`config.mk`:
```
export PLATFORM = sky130hd
export DESIGN_NAME = fifo_rd_packer
export DESIGN_NICKNAME = d
export VERILOG_FILES = /design/src/rtl/fifo_rd_packer_pkg.sv /design/src/rtl/fifo_rd_packer.sv
export SDC_FILE = /design/constraint.sdc
export NUM_CORES = 1
export LEC_CHECK = 0
export ABC_AREA = 1
export BUFFER_PORTS_ARGS = -buffer_cell sky130_fd_sc_hd__buf_2
export CORE_UTILIZATION = 45
export DETAILED_ROUTE_END_ITERATION = 12
export HOLD_SLACK_MARGIN = 0.02
export PLACE_DENSITY = 0.65
export SYNTH_ARGS = -nofsm -noshare
export SYNTH_HDL_FRONTEND = slang
export SYNTH_SLANG_ARGS = --single-unit
export TNS_END_PERCENT = 100
```
`constraint.sdc`:
```
create_clock -name rd_clk -period 1.82 [get_ports rd_clk]
set_input_delay 0.273 -clock rd_clk [delete_from_list [all_inputs] [get_ports rd_clk]]
set_output_delay 0.273 -clock rd_clk [all_outputs]
set_load 0.03 [all_outputs]
```
`src/rtl/fifo_rd_packer_pkg.sv`:
```
// Shared types and constants for the read-side FIFO packer.
// The default data width matches the async FIFO it drains.
package fifo_rd_packer_pkg;

    localparam int DEFAULT_WIDTH = 8;

    typedef enum logic [0:0] {
        FILL,
        HOLD
    } packerState_t;

    // Counter width able to hold the value PACK itself, not just PACK-1.
    function automatic int cntWidth(input int pack);
        return $clog2(pack + 1);
    endfunction

endpackage

```
`src/rtl/fifo_rd_packer.sv`:
```
// Read-domain packer: pops WIDTH-bit words from the async FIFO and emits PACK-lane words
// on a valid/ready port; a flush pulse pushes out a partial word with its lane count.
module fifo_rd_packer
    import fifo_rd_packer_pkg::*;
#(
    parameter int WIDTH     = DEFAULT_WIDTH,
    parameter int PACK      = 4,
    parameter int OUT_WIDTH = WIDTH * PACK,
    parameter int CNT_WIDTH = cntWidth(PACK)
) (
    input  logic                 rd_clk,
    input  logic                 res,
    input  logic                 empty,
    input  logic [WIDTH-1:0]     rdata,
    output logic                 rd_en,
    input  logic                 flush,
    input  logic                 out_ready,
    output logic                 out_valid,
    output logic [OUT_WIDTH-1:0] out_data,
    output logic [CNT_WIDTH-1:0] out_count
);

    localparam logic [CNT_WIDTH-1:0] PACK_CNT = CNT_WIDTH'(PACK);
    localparam logic [CNT_WIDTH-1:0] CNT_ONE  = CNT_WIDTH'(1);

    packerState_t         r_state;
    logic [CNT_WIDTH-1:0] r_issued;
    logic [CNT_WIDTH-1:0] r_filled;
    logic                 r_rdPending;
    logic                 r_flushReq;
    logic [WIDTH-1:0]     r_lanes [PACK];

    logic                 w_capture;
    logic [CNT_WIDTH-1:0] w_filledNext;
    logic                 w_fullCapture;
    logic                 w_flushDone;
    logic                 w_flushArm;
    logic                 w_handshake;
    logic [OUT_WIDTH-1:0] w_packed;

    assign rd_en = !res && (r_state == FILL) && !empty
                   && (r_issued < PACK_CNT) && !r_flushReq;

    assign w_capture     = r_rdPending && (r_state == FILL);
    assign w_filledNext  = w_capture ? (r_filled + CNT_ONE) : r_filled;
    assign w_fullCapture = w_capture && (w_filledNext == PACK_CNT);
    assign w_flushDone   = r_flushReq && !r_rdPending;
    assign w_flushArm    = flush && ((r_filled != '0) || r_rdPending);
    assign w_handshake   = out_valid && out_ready;

    // Lane view including this cycle's capture, so the word can register on the filling edge.
    always_comb begin
        w_packed = '0;
        for (int i = 0; i < PACK; i++) begin
            if (w_capture && (r_filled == CNT_WIDTH'(i))) begin
                w_packed[i*WIDTH +: WIDTH] = rdata;
            end else begin
                w_packed[i*WIDTH +: WIDTH] = r_lanes[i];
            end
        end
    end

    always_ff @(posedge rd_clk) begin
        if (res) begin
            r_state     <= FILL;
            r_issued    <= '0;
            r_filled    <= '0;
            r_rdPending <= 1'b0;
            r_flushReq  <= 1'b0;
            out_valid   <= 1'b0;
            out_data    <= '0;
            out_count   <= '0;
            for (int i = 0; i < PACK; i++) begin
                r_lanes[i] <= '0;
            end
        end else begin
            r_rdPending <= rd_en;
            if (rd_en) begin
                r_issued <= r_issued + CNT_ONE;
            end

            case (r_state)
                FILL: begin
                    if (w_capture) begin
                        r_filled <= w_filledNext;
                        for (int i = 0; i < PACK; i++) begin
                            if (r_filled == CNT_WIDTH'(i)) begin
                                r_lanes[i] <= rdata;
                            end
                        end
                    end

                    // A capture that completes the word wins over a flush arriving with it.
                    if (w_fullCapture) begin
                        r_state    <= HOLD;
                        out_valid  <= 1'b1;
                        out_data   <= w_packed;
                        out_count  <= PACK_CNT;
                        r_flushReq <= 1'b0;
                    end else if (w_flushDone) begin
                        r_state   <= HOLD;
                        out_valid <= 1'b1;
                        out_data  <= w_packed;
                        out_count <= r_filled;
                    end else if (w_flushArm) begin
                        r_flushReq <= 1'b1;
                    end
                end

                HOLD: begin
                    if (w_handshake) begin
                        r_state    <= FILL;
                        out_valid  <= 1'b0;
                        out_data   <= '0;
                        out_count  <= '0;
                        r_filled   <= '0;
                        r_issued   <= '0;
                        r_flushReq <= 1'b0;
                        for (int i = 0; i < PACK; i++) begin
                            r_lanes[i] <= '0;
                        end
                    end
                end

                default: begin
                    r_state <= FILL;
                end
            endcase
        end
    end

endmodule

```
* Word-level counts from Yosys, hierarchy flattened
Memories as Yosys holds them, arrays and structs flattened. Index checks and enable logic that the tools add are counted.
Word-level totals: flip-flop bits (word level) 45, bits in latches 0, memory bits (writable) 32, memory bits (read-only) 0, bits of input ports 13, output and inout bits 37, word-level logic and storage cells 117, memories 1
Operators by class: add/sub/neg operators 2, multipliers 0, divide/modulo/power cells 0, order comparisons 1, equality and inequality tests 9, shift operators 0, muxes and demuxes 64, bitwise logic cells 9, reductions and logical operators 23
Memory list:
- r_lanes | depth 4, bits a word 8, rd ports 4, clocked after memory_dff 0, write ports 4, line fifo_rd_packer.sv:31 | logic [WIDTH-1:0] r_lanes [PACK];
Operators with widths (count):
- 2-to-1 mux 32 bit | 3
- 2-to-1 mux 8 bit | 12
- case mux 32 bit (2 select lines) | 1
- 2-to-1 mux 1 bit | 35
- 2-to-1 mux 3 bit | 8
- logical AND 1 bit | 13
- case mux 3 bit (2 select lines) | 2
- != test 3 bit, second input constant | 3
- bitwise OR 1 bit | 8
- adder 3 x 1 -> 3 bit, second input constant | 2
- equality test 3 x 2 -> 1 bit, second input constant | 2
- case mux 1 bit (2 select lines) | 3
- logical NOT 1 bit | 4
- AND reduction 2 bit | 2
- equality test 3 x 1 -> 1 bit, second input constant | 1
- equality test 3 bit, second input constant | 1
- logical NOT 3 bit | 1
- less-than comparator 3 bit, second input constant | 1
- AND reduction 3 bit | 1
- nonzero test 3 bit | 1
- != test 2 x 1 -> 1 bit, second input constant | 1
- != test 2 bit, second input constant | 1
- logical OR 1 bit | 1
- NOT 1 bit | 1

* Depth between registers and ports, before layout
depth after elaboration 8, gate-level depth with buffers 10, gate-level depth less buffers 10

* Worst setup path after synthesis
OpenSTA, ideal clock, no wires.
path type reg-to-reg, start register out_valid, end memory r_lanes[1][0] (netlist bit), enable pin, library setup time 0.329 ns, data arrival time 1.332 ns, required time 1.491 ns, path slack 0.159 ns, cell stages (with the launch flop) 5, buffers on the path 0, clock period less this slack 1.661 ns, path through dfxtp_1 > nand3_1 > nand2_1 > inv_1 > nand2_1
RTL lines:
- from (decl) | line fifo_rd_packer.sv:18 | output logic out_valid,
- from (signal assigned) | line fifo_rd_packer.sv:70 | out_valid <= 1'b0;
- from (signal assigned) | line fifo_rd_packer.sv:96 | out_valid <= 1'b1;
- from (signal assigned) | line fifo_rd_packer.sv:102 | out_valid <= 1'b1;
- to (decl) | line fifo_rd_packer.sv:31

* Final worst setup path
start register r_filled[1], end register out_data[9]
Between the ends: cells in the longest elaborated chain, start to end 6, elaborated cells between the ends (all ways) 12, classes of those cells add/sub: 1; eq/ne: 3; mux: 5; reduce/logical: 3
RTL lines:
- from (decl) | line fifo_rd_packer.sv:28 | logic [CNT_WIDTH-1:0] r_filled;
- from (signal assigned) | line fifo_rd_packer.sv:85 | r_filled <= w_filledNext;
- adder 3 x 1 -> 3 bit or equality test 3 x 1 -> 1 bit (tied branches) | line fifo_rd_packer.sv:45, fifo_rd_packer.sv:55
- 2-to-1 mux 3 bit or logical AND 1 bit (tied branches) | line fifo_rd_packer.sv:45, fifo_rd_packer.sv:55
- equality test 3 bit or 2-to-1 mux 8 bit (tied branches) | line fifo_rd_packer.sv:46, fifo_rd_packer.sv:55
- logical AND 1 bit or 2-to-1 mux 32 bit (tied branches) | line fifo_rd_packer.sv:46, fifo_rd_packer.sv:100
- 2-to-1 mux 32 bit or != test 3 bit (tied branches)
- case mux 32 bit (2 select lines) or AND reduction 2 bit (tied branches)
- to (signal assigned) | line fifo_rd_packer.sv:97 | out_data <= w_packed;
- to (signal assigned) | line fifo_rd_packer.sv:103 | out_data <= w_packed;
- to (decl) | line fifo_rd_packer.sv:19 | output logic [OUT_WIDTH-1:0] out_data,
Parallel ways exist; a longest one is shown, timed or not. The select of a mux whose other input is x is not followed. A chain may end at the register's enable or synchronous reset.

==> results.md <==
* DRC errors left at 0
* Max incr delay on CP at 0.42 ns
* Maxcap violations at 0
* Clk buf depth at 2
* Reg-to-reg setup timing slack at 0.12 ns
* Distinct cells, synth at 21
* Initial Utilization at 47.0%
* Yosys warns at 0
* Congestion Overflow GR at 0
* Relative slew slack at 78.5%
* Clock-pin transition on the worst setup and hold timing paths at 0.08 ns
* Fmax at 588 MHz
* Synth Register Bits at 77
* Post-DP HPWL at 5750 µm
* Worst EP required at 2.05 ns
* Drt first pass iters at 4
* Clk sinks at 77
* H-tree levels at 3
* Status: completed
* Crit-path cells: inv_1, ha_1, nor2_2, nand3_4, nand3_2, buf_12, nand2_1, nand2_1, nor2_1
* Min-Delay Endpoint: out_data[27]$_SDFFE_PP0P_
* WL/cell at 13.0 µm
* Worst-Margin Slew at 0.319 ns
* Area taken by multi-input logic gates at 1420 µm²
* Total Routing Usage GR at 22.3%
* Largest net degree at the start of global routing at 34
* Die area at 7970 µm²
* Pwr dens at 962 nW/µm²
* Root Driver: clkbuf_8
* Initial antenna violation count at 0
* Post-synth top cells: 113 x nand2_1, 64 x nor2_1, 61 x dfxtp_1, 54 x inv_1, 48 x nand3_1
* Final RePlAce weighted congestion at 0.959
* DRT iter0 DRCs at 117
* Die Y at 89.3 µm
* Worst-path fanout max at 33
* Die width at 89.3 µm
* Worst R2R End: out_data[9]$_SDFFE_PP0P_
* Crit-path slowest cell: dfxtp_1
* I/O pin total at 50
* Most common cell in the synthesized netlist: nand2_1
* Vias/cell at 5.00
* Area leader, netlist: dfxtp_1
* Post-Layout Cell Count at 621
* Clk_lat worst skew at 0.35 ns
* Critical path type: reg2reg
* Setup Skew at 0.0162 ns
* Worst hold path cell count at 2
* Routed WL at 8060 µm
* Final Max Slew Viols at 0
* Crit. End Element: flip-flop
* Post-Place Cells at 605
* Core Region at 7290 µm²
* Layout cells sized above 1 at 18.6%
* RSZ-0062 raised after global routing: no
* Fin. Hold Viols at 0
* Number of global-route vias before repair at 2766
* Mapped Avg Cell Area at 7.45 µm²
* Worst Path Arrival at 1.94 ns
* Crit start category: flip-flop
* Final Setup Violations at 0
* Sequential area share after synthesis at 49.7%
* Reg2Reg Launch Point: r_filled[1]$_SDFFE_PP0P_
* Min Tclk post-route at 1.70 ns
* Vias at 3105
* Final #Nets at 536
* Synthesized area at 3430 µm²
* Final period utilization at 93.5%
* Postcts setup bufs at 0
* # fillers at 753
* Cells on worst reg2reg path at 9
* CTS Buf Count at 9
* Crit-path most repeated cell: nand2_1
* Post-synth top area share at 35.6%
* Min-delay src: res
* Leading register cell type out of synthesis: dfxtp_1
* ANT cells at 0
* Post-synth ARST share at 0%
* Worst min path class: in2reg
* First-pass GRT wire length at 13300 µm
* Synth top area cells: dfxtp_1 36%, edfxtp_1 14%, nand2_1 12%
* Antenna viol nets, final at 0
* Row count at 31
* Register area at 1700 µm²
* Buffers on Ports at 49
* Area grow syn2layout at 18.3%
* TritonCTS clock tree: done
* Cells after synthesis at 460
* LEAKAGE at 1.95 nW
* Final TNS setup at 0 ns
* Syn nets at 479
* Maximum VDD drop at 0.448 mV
* Post-synth EDFFs at 16
[registers in the layout (all words and copies together), names as in the netlist]
signal       flops
out_count        3
out_data        32
out_valid        1
r_filled         3
r_flushReq       1
r_issued         3
r_lanes         32
r_rdPending      1
r_state          1
[critical path: cells and delay by family, from the launching register on]
family,cells,cell delay (ns)
flops,1,0.42
fa+ha+maj,1,0.31
simple gates,6,0.57
buf+inv,2,0.27
[layout make-up]
type                            instances  share of cell area (%)
Tap cell                               99                    3.06
Multi-Input combinational cell        305                    35.1
Timing Repair Buffer                   68                    9.88
Clock inverter                          4                    1.20
Inverter                               56                    5.19
Clock buffer                           12                    3.58
Sequential cell                        77                    42.0
[cells in the final DEF (no fill, tap or decap)]
cell,n
nand2_1,112
nor2_1,63
dfxtp_1,61
inv_1,54
buf_2,49
nand3_1,48
a21oi_1,31
nand4_1,21
buf_4,18
edfxtp_1,16
o21ai_0,10
clkbuf_8,10
ha_1,6
nand2_2,5
nor2_2,4
inv_2,2
clkinv_2,2
clkbuf_1,2
nor2_4,1
xor2_1,1
nand3_4,1
nand2_4,1
nand3_2,1
clkinv_4,1
bufinv_16,1
buf_12,1
[per-layer routing]
metal	track usage, %	up-vias	part of all wire (%)
li1	-	1582	-
met1	30.3	1414	47
met2	34.2	97	45
met3	5.54	12	5.5
met4	8.95	0	1.8
met5	0	-	0
[through the flow]
step                area, µm²  hold WS, ns  worst slack [ns]  power [mW]  util (%)
finish                   4050        0.206             0.118        3.90      55.6
global route             4050        0.196           0.00114        4.10      55.6
CTS                      4040        0.190            0.0905        3.92      55.5
detailed placement       3850        0.454             0.118        2.65      52.8
global placement         3850        0.449             0.209        2.64      52.8
floorplan                3430        0.436             0.159        2.43         -
[how the worst max path moves through the flow]
stage | slack [ns] | endpoint | cells after the start | startpoint
4_1_cts | 0.09 | out_data[30]$_SDFFE_PP0P_ | 7 | r_filled[1]$_SDFFE_PP0P_
2_1_floorplan | 0.16 | r_lanes[1][0]$_SDFFCE_PP0P_ | 4 | out_valid$_SDFFE_PP0P_
3_3_place_gp | 0.21 | out_data[27]$_SDFFE_PP0P_ | 7 | r_filled[1]$_SDFFE_PP0P_
3_5_place_dp | 0.12 | out_data[30]$_SDFFE_PP0P_ | 7 | r_filled[1]$_SDFFE_PP0P_
5_1_grt | 0.001 | out_data[8]$_SDFFE_PP0P_ | 9 | r_filled[1]$_SDFFE_PP0P_
6_report | 0.12 | out_data[9]$_SDFFE_PP0P_ | 9 | r_filled[1]$_SDFFE_PP0P_
[timing repair]
item,4_1_cts,5_1_grt
gates resized for setup,0,3
hold buffers,0,0
setup endpoints to repair,0,40
[power breakdown]
group          internal [mW]  switching [mW]  total, mW
Combinational          0.226           0.494      0.720
Sequential              1.85          0.0491       1.90
Clock                  0.670           0.613       1.28
[kinds of logic (layout without fill, tap and decap cells)]
group / after synthesis / count (layout) / share of synthesized area [%]
simple gates: 257 / 257 / 32.8
buf+inv: 78 / 140 / 9.09
flops: 77 / 77 / 49.7
compound gates: 41 / 41 / 5.99
fa+ha+maj: 6 / 6 / 2.19
xor+xnor: 1 / 1 / 0.256
Power figures use the tool's default switching activity.
